--- config.mk ---
export PLATFORM = sky130hd
export DESIGN_NAME = fetch_stage
export DESIGN_NICKNAME = d
export VERILOG_FILES = /design/src/rtl/fetch_stage.sv
export SDC_FILE = /design/constraint.sdc
export NUM_CORES = 1
export LEC_CHECK = 0
export ABC_AREA = 1
export BUFFER_PORTS_ARGS = -buffer_cell sky130_fd_sc_hd__clkbuf_2
export CAP_MARGIN = 20
export CELL_PAD_IN_SITES_DETAIL_PLACEMENT = 1
export CELL_PAD_IN_SITES_GLOBAL_PLACEMENT = 1
export CORE_MARGIN = 2
export CORE_UTILIZATION = 29
export CTS_CLUSTER_SIZE = 14
export DETAILED_ROUTE_END_ITERATION = 8
export PLACE_DENSITY_LB_ADDON = 0.25
export SLEW_MARGIN = 25
export SYNTH_ARGS = -nofsm -noshare
export SYNTH_HDL_FRONTEND = slang
export SYNTH_SLANG_ARGS = --single-unit
--- constraint.sdc ---
create_clock -name clk -period 5.8 [get_ports clk]
set_input_delay 1.16 -clock clk [delete_from_list [all_inputs] [get_ports clk]]
set_output_delay 1.16 -clock clk [all_outputs]
set_load 0.05 [all_outputs]
--- src/rtl/fetch_stage.sv ---
// fetch_stage: instruction fetch for the 3-stage RV32I core.
// Optional FETCH_INSTRET_EN adds the fetch_count retired-fetch counter.
module fetch_stage #(
   parameter logic [31:0] RESET_PC    = 32'h4000_0000,
   parameter logic [31:0] NOP_INST    = 32'h0000_0013,
   parameter logic [3:0]  BIOS_NIBBLE = 4'h4,
   parameter logic [3:0]  IMEM_NIBBLE = 4'h1
) (
   input  logic        clk,
   input  logic        rst,
   input  logic        stall,
   input  logic        redirect_valid,
   input  logic [31:0] redirect_pc,
   output logic [31:0] fetch_addr,
   output logic        fetch_en,
   input  logic [31:0] bios_rdata,
   input  logic [31:0] imem_rdata,
   output logic [31:0] inst_out,
   output logic [31:0] pc_out,
   output logic        inst_valid,
`ifdef FETCH_INSTRET_EN
   output logic [31:0] fetch_count,
`endif
   output logic        fetch_fault
);

   typedef enum logic [1:0] {
      BOOT  = 2'd0,
      RUN   = 2'd1,
      FAULT = 2'd2
   } state_t;

   state_t      state;
   state_t      state_nxt;
   logic [31:0] fetch_pc;
   logic [31:0] next_pc;
   logic        in_bios;
   logic        in_imem;
   logic        pc_bad;

   assign in_bios = (fetch_pc[31:28] == BIOS_NIBBLE);
   assign in_imem = (fetch_pc[31:28] == IMEM_NIBBLE);
   assign pc_bad  = (fetch_pc[1:0] != 2'b00) || !(in_bios || in_imem);

   // State and fetch PC register; fetch_pc tracks the address whose data
   // is arriving from the memories this cycle.
   always_ff @(posedge clk) begin
      if (rst) begin
         state    <= BOOT;
         fetch_pc <= RESET_PC;
      end else begin
         state    <= state_nxt;
         fetch_pc <= next_pc;
      end
   end

   // Next-PC selection, next-state logic and the decode-facing outputs.
   always_comb begin
      next_pc     = fetch_pc + 32'd4;
      state_nxt   = state;
      inst_out    = NOP_INST;
      inst_valid  = 1'b0;
      fetch_fault = 1'b0;

      if (rst) begin
         next_pc = RESET_PC;
      end else if (redirect_valid) begin
         next_pc = redirect_pc;
      end else if (state == BOOT || state == FAULT || stall) begin
         next_pc = fetch_pc;
      end

      if (!rst) begin
         unique case (state)
            BOOT: begin
               state_nxt = RUN;
            end
            RUN: begin
               if (redirect_valid) begin
                  state_nxt = RUN;
               end else if (pc_bad) begin
                  state_nxt   = FAULT;
                  fetch_fault = 1'b1;
               end else begin
                  inst_valid = 1'b1;
                  inst_out   = in_bios ? bios_rdata : imem_rdata;
               end
            end
            FAULT: begin
               fetch_fault = 1'b1;
               if (redirect_valid) state_nxt = RUN;
            end
            default: begin
               state_nxt = BOOT;
            end
         endcase
      end
   end

   assign fetch_addr = next_pc;
   assign fetch_en   = !rst;
   assign pc_out     = fetch_pc;

`ifdef FETCH_INSTRET_EN
   // Count instructions actually handed to decode (valid and accepted).
   always_ff @(posedge clk) begin
      if (rst) begin
         fetch_count <= 32'd0;
      end else if (inst_valid && !stall) begin
         fetch_count <= fetch_count + 32'd1;
      end
   end
`endif

endmodule
==> results of run 1 <==
## per-layer routing
layer  track usage (%)  wire [um]  up-vias
met2              40.6       6490      118
li1                  -          -     2121
met5                 0          0        -
met3              3.77        686       10
met4              3.99        149        0
met1              26.4       5580     1979
## Yosys cell counts (all sizes together)
library cell  number
clkbuf            22
dfxtp             34
nand4             42
nor4               1
nor2              80
nor3               7
or2                6
buf                5
and3               1
xnor2              2
a31oi              4
nand2            126
nand3b             2
nand3             50
ha                 5
inv               99
clkinv             1
o21ai             20
o211ai             6
a21oi             38
## sequential cells by signal, summed over array words and instances (netlist names)
| register | cells |
|---|---|
| pc_out | 32 |
| state | 2 |
## worst register-to-register path: stages, from the launching register on
cell and delay (ns):
dfxtp_1 0.36, inv_1 0.09, ha_1 0.23, inv_1 0.08, nand2_1 0.05, nor2_1 0.28, nand3_1 0.30, nor2_1 0.41
nand3_1 0.13, nand2_1 0.09, nand3_1 0.07, nand2_1 0.11, inv_1 0.04
## report_power, final
group | switching [mW] | internal, mW | total [mW]
logic | 0.248 | 0.0903 | 0.339
clock network | 0.0941 | 0.0919 | 0.186
registers | 0.0256 | 0.251 | 0.276
total | 0.368 | 0.433 | 0.801
## path summary, 6_finish.rpt
| path | startpoint | end | slack [ns] | depth (start not counted) |
|---|---|---|---|---|
| worst max-delay path | pc_out[29] | inst_out[8] | 1.38 | 8 |
| worst min-delay path | pc_out[0] | pc_out[0] | 0.49 | 2 |
| worst max register to register | state[0] | pc_out[29] | 3.48 | 12 |
| worst min register to register | pc_out[0] | pc_out[0] | 0.49 | 2 |
## area by class of cell
cell class / instances / area share (%)
Clock buffer: 6 / 1.96
Inverter: 100 / 8.95
Multi-Input combinational cell: 390 / 45.1
Sequential cell: 34 / 16.2
Tap cell: 136 / 4.05
Timing Repair Buffer: 199 / 23.7
## cells in the final DEF, fill, tap and decap left out, types with 3 or more instances in the layout
cell type	count
a21oi_1	27
a21oi_2	11
a31oi_1	4
clkbuf_2	198
clkbuf_8	6
dfxtp_1	34
ha_1	5
inv_1	91
inv_2	7
nand2_1	126
nand3_1	49
nand4_1	42
nor2_1	77
nor3_1	7
o211ai_1	6
o21ai_0	3
o21ai_1	17
or2_0	3
or2_1	3
## per-stage QoR
stage	utilization, %	total power [mW]	cells	setup WS, ns	area, um2
final	40.7	0.801	865	1.38	4210
after global routing	40.7	0.850	865	1.12	4210
after CTS	40.7	0.810	865	1.35	4210
after detailed placement	39.9	0.622	859	1.68	4120
after global placement	39.9	0.614	859	1.77	4120
after floorplan	-	0.520	551	1.61	3070
## cells by family (layout without fill, tap and decap cells)
logic type,count (synthesis),after routing
AND/OR/NAND/NOR,315,315
buffers and inverters,127,305
AO/OA/AOI/OAI,68,68
flip-flops,34,34
adder cells (fa/ha/maj),5,5
XOR/XNOR,2,2
==> metrics.csv, run 1 <==
stage;metric;value;unit
pwr;Max VDD drop;0.0000886;V
setup_path;CP Launch Type;register;
routing;drt drc;0;
timing;worst hold slack;0.495;ns
setup_path;most frequent CP cell;nor2_4;
layout;Layout area overhead;36.9;%
layout;share of cells above drive strength 1;31.3;%
logic_synthesis;mux share of post-synthesis cell area;0;%
clocking;clock root buffer;clkbuf_8;
flow_run;Max Cap Violations;0;
global_route;global-route wire length before repair;20400;um
logic_synthesis;register area share after synthesis;22.1;%
floorplanning;DIE HEIGHT;107;um
clocking;PostCTS Resize Cnt;0;
timing;worst-margin pin slew;0.880;ns
timing;post-layout min period;4.42;ns
timing;f_max;0.226;GHz
routing;Iter 0 DRT Violations;181;
global_route;grt total ovfl;0;
min_path;Hold Path Class;reg2reg;
layout;Final #Nets;835;
global_route;largest net degree at the start of global routing;68;
routing;WL final;12900;um
timing;RSZ-0062 raised after global routing;false;
clocking;clk_lat worst skew;0.29;ns
layout;area of the multi-input gates;1900;um2
routing;detailed-route vias per instance;4.89;
timing;Max Slew Vio Count;0;
timing;Relative slew margins;41.3;%
setup_path;CP peak stage delay;0.62;ns
layout;antenna fix cells;0;
logic_synthesis;Area contributors post-synth;dfxtp_1 (22%), nand2_1 (15%), inv_1 (11%), nor2_1 (9.4%), nand4_1 (8.6%);
run_status;status;finished, final reports clean;
timing;Tcrit/Tclk final;76.2;%
pwr;Power Density;190;nW/um2
logic_synthesis;adder-cell share of the synthesized area;2.04;%
setup_path;Setup CP Type;reg2out;
logic_synthesis;Synth Net Count;656;
clocking;H-tree depth;2;
routing;wire per inst;14.9;um
logic_synthesis;Yosys top cell area share;22.1;%
clocking;CTS Sinks;34;
global_route;vias in the first global route;4232;
timing;Final setup viols;0;
place;hpwl dp;10200;um
floorplanning;site row count;37;
setup_path;Worst Path Required;4.64;ns
layout;Fill cells;1495;
logic_synthesis;largest family of logic cells by synthesized area;simple AND/OR/NAND/NOR gates;
timing;Clock Skew;0.00625;ns
clocking;setup bufs post-CTS;0;
logic_synthesis;Synth Register Bits;34;
floorplanning;Core Box Area;10300;um2
setup_path;Critical-path top delay cell;nor2_4;
pwr;Leakage;2.39;nW
timing;Final Hold Fails;0;
setup_path;worst path bufs/invs;2;
global_route;antenna violations before repair;0;
routing;DR pass1 iterations;4;
clocking;Clock Pin Slew Worst Setup and Hold Paths;0.08;ns
setup_path;crit-path max FO;34;
clocking;hold-fix buffers at CTS;0;
place;# port buffers;198;
clocking;deepest clock path buffer count;2;
setup_path;arrival time at the worst endpoint;3.26;ns
floorplanning;die span in x;107;um
setup_path;CP Cell Sequence;nor2_4 -> nand3_4 -> a21oi_2 -> nand2_1 -> nor2_4 -> inv_2 -> a21oi_1 -> clkbuf_2;
clocking;CTS tree;yes;
setup_path;CP delay by family, top;simple AND/OR/NAND/NOR gates;
logic_synthesis;area leader, netlist;dfxtp_1;
logic_synthesis;Mean Syn Cell Area;5.58;um2
place;RD Place Congestion;0.862;
logic_synthesis;xor/xnor share of the synthesized area;0.570;%
floorplanning;IO Pins;199;
routing;vias;4228;
layout;register area;681;um2
logic_synthesis;Netlist cell types;29;
floorplanning;Initial Util;29.8;%
logic_synthesis;Post-Synthesis Cells;551;
setup_path;critical path endpoint category;output pin;
logic_synthesis;simple-gate share of the synthesized area;46.1;%
logic_synthesis;Synth Area in Compound Gates;13.1;%
logic_synthesis;Netlist Area Pre-Place;3070;um2
logic_synthesis;Synthesis Warnings;0;
routing;antenna viol nets, final;0;
global_route;aggregate global-route resource usage;21.8;%
timing;TNS Setup;0;ns
clocking;CTS Buf Count;5;
floorplanning;Die Footprint;11400;um2
Note: power is estimated with default switching activity, not from simulation.
==> inputs of run 2 (changes only) <==
--- a/config.mk
+++ b/config.mk
@@ -5,13 +5,13 @@
 export SDC_FILE = /design/constraint.sdc
 export NUM_CORES = 1
 export LEC_CHECK = 0
-export ABC_AREA = 1
+export ABC_AREA = 0
 export BUFFER_PORTS_ARGS = -buffer_cell sky130_fd_sc_hd__clkbuf_2
 export CAP_MARGIN = 20
 export CELL_PAD_IN_SITES_DETAIL_PLACEMENT = 1
 export CELL_PAD_IN_SITES_GLOBAL_PLACEMENT = 1
 export CORE_MARGIN = 2
-export CORE_UTILIZATION = 29
+export CORE_UTILIZATION = 25
 export CTS_CLUSTER_SIZE = 14
 export DETAILED_ROUTE_END_ITERATION = 8
 export PLACE_DENSITY_LB_ADDON = 0.25
==> constraint.sdc (replaced) <==
create_clock -name clk -period 3.87 [get_ports clk]
set_input_delay 0.774 -clock clk [delete_from_list [all_inputs] [get_ports clk]]
set_output_delay 0.774 -clock clk [all_outputs]
set_load 0.05 [all_outputs]
==> metrics.csv, run 2 <==
stage;metric;value;unit
routing;WL final;12600;um
pwr;Leakage;1.97;nW
logic_synthesis;count leader, synth;nand2_1;
setup_path;worst path bufs/invs;2;
logic_synthesis;mux share of post-synthesis cell area;1.41;%
logic_synthesis;simple-gate share of the synthesized area;36.6;%
logic_synthesis;Post-Synthesis Cells;413;
global_route;largest net degree at the start of global routing;33;
logic_synthesis;largest family of logic cells by synthesized area;simple AND/OR/NAND/NOR gates;
routing;wire per inst;17.1;um
layout;antenna fix cells;0;
timing;Relative slew margins;54.7;%
flow_run;Max Cap Violations;0;
logic_synthesis;Area contributors post-synth;dfxtp_1 (23%), nand2_1 (10%), a21oi_1 (5.8%), a311oi_1 (5.7%), a211oi_1 (5.4%);
global_route;aggregate global-route resource usage;19.3;%
clocking;CTS Sinks;34;
clocking;setup bufs post-CTS;0;
logic_synthesis;most frequent cells after synthesis;nand2_1 (81), a21oi_1 (34), dfxtp_1 (34);
timing;RSZ-0062 raised after global routing;false;
timing;worst-margin pin slew;0.679;ns
logic_synthesis;register area share after synthesis;23.3;%
logic_synthesis;adder-cell share of the synthesized area;2.14;%
logic_synthesis;Yosys top cell area share;23.3;%
min_path;Hold Path Class;reg2reg;
logic_synthesis;area leader, netlist;dfxtp_1;
logic_synthesis;Netlist cell types;54;
place;dpl cells;731;
clocking;hold-fix buffers at CTS;0;
setup_path;CP Depth;7;
layout;final cell count without fillers;739;
layout;Final #Nets;700;
floorplanning;site row count;39;
timing;worst hold slack;0.559;ns
routing;vias;3950;
clocking;H-tree depth;2;
pwr;Total Power;1.53;mW
logic_synthesis;Synthesis Warnings;0;
pwr;Power Density;357;nW/um2
timing;Final Hold Fails;0;
run_status;status;finished, final reports clean;
place;RD Place Congestion;0.813;
timing;Clock Skew;0.0102;ns
routing;antenna viol nets, final;0;
setup_path;depth of the worst register-to-register path;6;
logic_synthesis;asr flop ratio synth;0;%
setup_path;Critical-path top delay cell;or4_1;
layout;Util after Layout;37.5;%
layout;max reg flops;32;
layout;Fill cells;1495;
setup_path;Reg-to-Reg Start;state[0];
min_path;Worst Hold Launch;state[1];
logic_synthesis;most used flip-flop cell after synthesis;dfxtp_1;
layout;share of cells above drive strength 1;39.1;%
min_path;Hold Crit Depth;2;
timing;f_max;0.268;GHz
floorplanning;IO Pins;199;
setup_path;arrival time at the worst endpoint;2.96;ns
setup_path;CP peak stage delay;0.61;ns
logic_synthesis;Synth Net Count;518;
timing;post-layout min period;3.73;ns
timing;Tcrit/Tclk final;96.5;%
clocking;CTS tree;yes;
timing;Final setup viols;0;
global_route;grt total ovfl;0;
routing;detailed-route vias per instance;5.35;
routing;drt drc;0;
clocking;clock root buffer;clkbuf_16;
place;hpwl dp;9980;um
pwr;Max VDD drop;0.000173;V
setup_path;CP Launch Type;register;
clocking;PostCTS Resize Cnt;0;
global_route;vias in the first global route;4007;
timing;Max Slew Vio Count;0;
layout;area of the multi-input gates;2100;um2
floorplanning;Die Footprint;12600;um2
layout;commonest non-fill, non-tap cell in the layout;clkbuf_2;
logic_synthesis;EDFF count, synth;0;
logic_synthesis;Mean Syn Cell Area;7.07;um2
setup_path;Worst Setup SP;state[0];
place;# port buffers;198;
global_route;global-route wire length before repair;20300;um
logic_synthesis;Netlist Area Pre-Place;2920;um2
layout;register area;681;um2
floorplanning;DIE HEIGHT;112;um
global_route;antenna violations before repair;0;
logic_synthesis;Synth Register Bits;34;
floorplanning;die span in x;112;um
logic_synthesis;xor/xnor share of the synthesized area;3.30;%
logic_synthesis;Synth Area in Compound Gates;27.3;%
setup_path;critical path endpoint category;output pin;
clocking;deepest clock path buffer count;2;
setup_path;Worst Path Required;3.10;ns
floorplanning;Core Box Area;11400;um2
layout;commonest cells after routing, fill and taps aside;clkbuf_2 (195), nand2_1 (81), a21oi_1 (34), dfxtp_1 (34), nor2_1 (30);
clocking;Clock Pin Slew Worst Setup and Hold Paths;0.06;ns
timing;TNS Setup;0;ns
layout;Layout area overhead;46.5;%
routing;Iter 0 DRT Violations;165;
setup_path;Setup CP Type;reg2out;
clocking;clk_lat worst skew;0.28;ns
setup_path;CP delay by family, top;simple AND/OR/NAND/NOR gates;
setup_path;crit-path max FO;13;
setup_path;CP Cell Sequence;inv_1 -> ha_1 -> nor4b_4 -> nand2_2 -> or4_1 -> a311oi_2 -> clkbuf_2;
clocking;CTS Buf Count;5;
routing;DR pass1 iterations;4;
floorplanning;Initial Util;25.6;%
[run 2: cell families after synthesis]
group,Yosys count
buffers and inverters,40
XOR/XNOR,11
adder cells (fa/ha/maj),5
AND/OR/NAND/NOR,207
flip-flops,34
multiplexers,4
AO/OA/AOI/OAI,112
[run 2: path summary, 6_finish.rpt]
| path | endpoint | slack, ns |
|---|---|---|
| worst min-delay path | state[1] | 0.56 |
| worst max register to register | pc_out[22] | 1.44 |
| worst min register to register | state[1] | 0.56 |
| worst max-delay path | fetch_addr[22] | 0.14 |
[run 2: layout make-up]
type	count	area share, %
Clock buffer	6	3.25
Tap cell	143	4.18
Inverter	8	0.702
Clock inverter	2	1.40
Multi-Input combinational cell	339	49.1
Timing Repair Buffer	207	25.5
Sequential cell	34	15.9
[run 2: through the flow]
step	cell area (um2)	setup WS [ns]
after floorplan	2950	0.00230
after global placement	4080	0.467
after detailed placement	4080	0.401
after CTS	4280	0.122
after global routing	4280	0.0195
final	4280	0.137
[run 2: worst reg2reg max path, cell delays in order (launching register included)]
cell and delay, ns:
dfxtp_1 0.40, inv_1 0.09, ha_1 0.33, nor4b_4 0.42, nand2_2 0.23, or4_1 0.61, a311oi_1 0.27
[run 2: metal layers]
layer,vias to the layer above,track usage (%),wire length [um]
met3,12,3.24,629
met2,111,35.0,6340
met4,0,4.31,191
met1,1891,24.2,5450
met5,-,0,0
li1,1936,-,-
[run 2: where the power goes]
group / switching (mW) / internal (mW)
registers: 0.0455 / 0.378
logic: 0.397 / 0.157
clock network: 0.163 / 0.387
total: 0.605 / 0.922
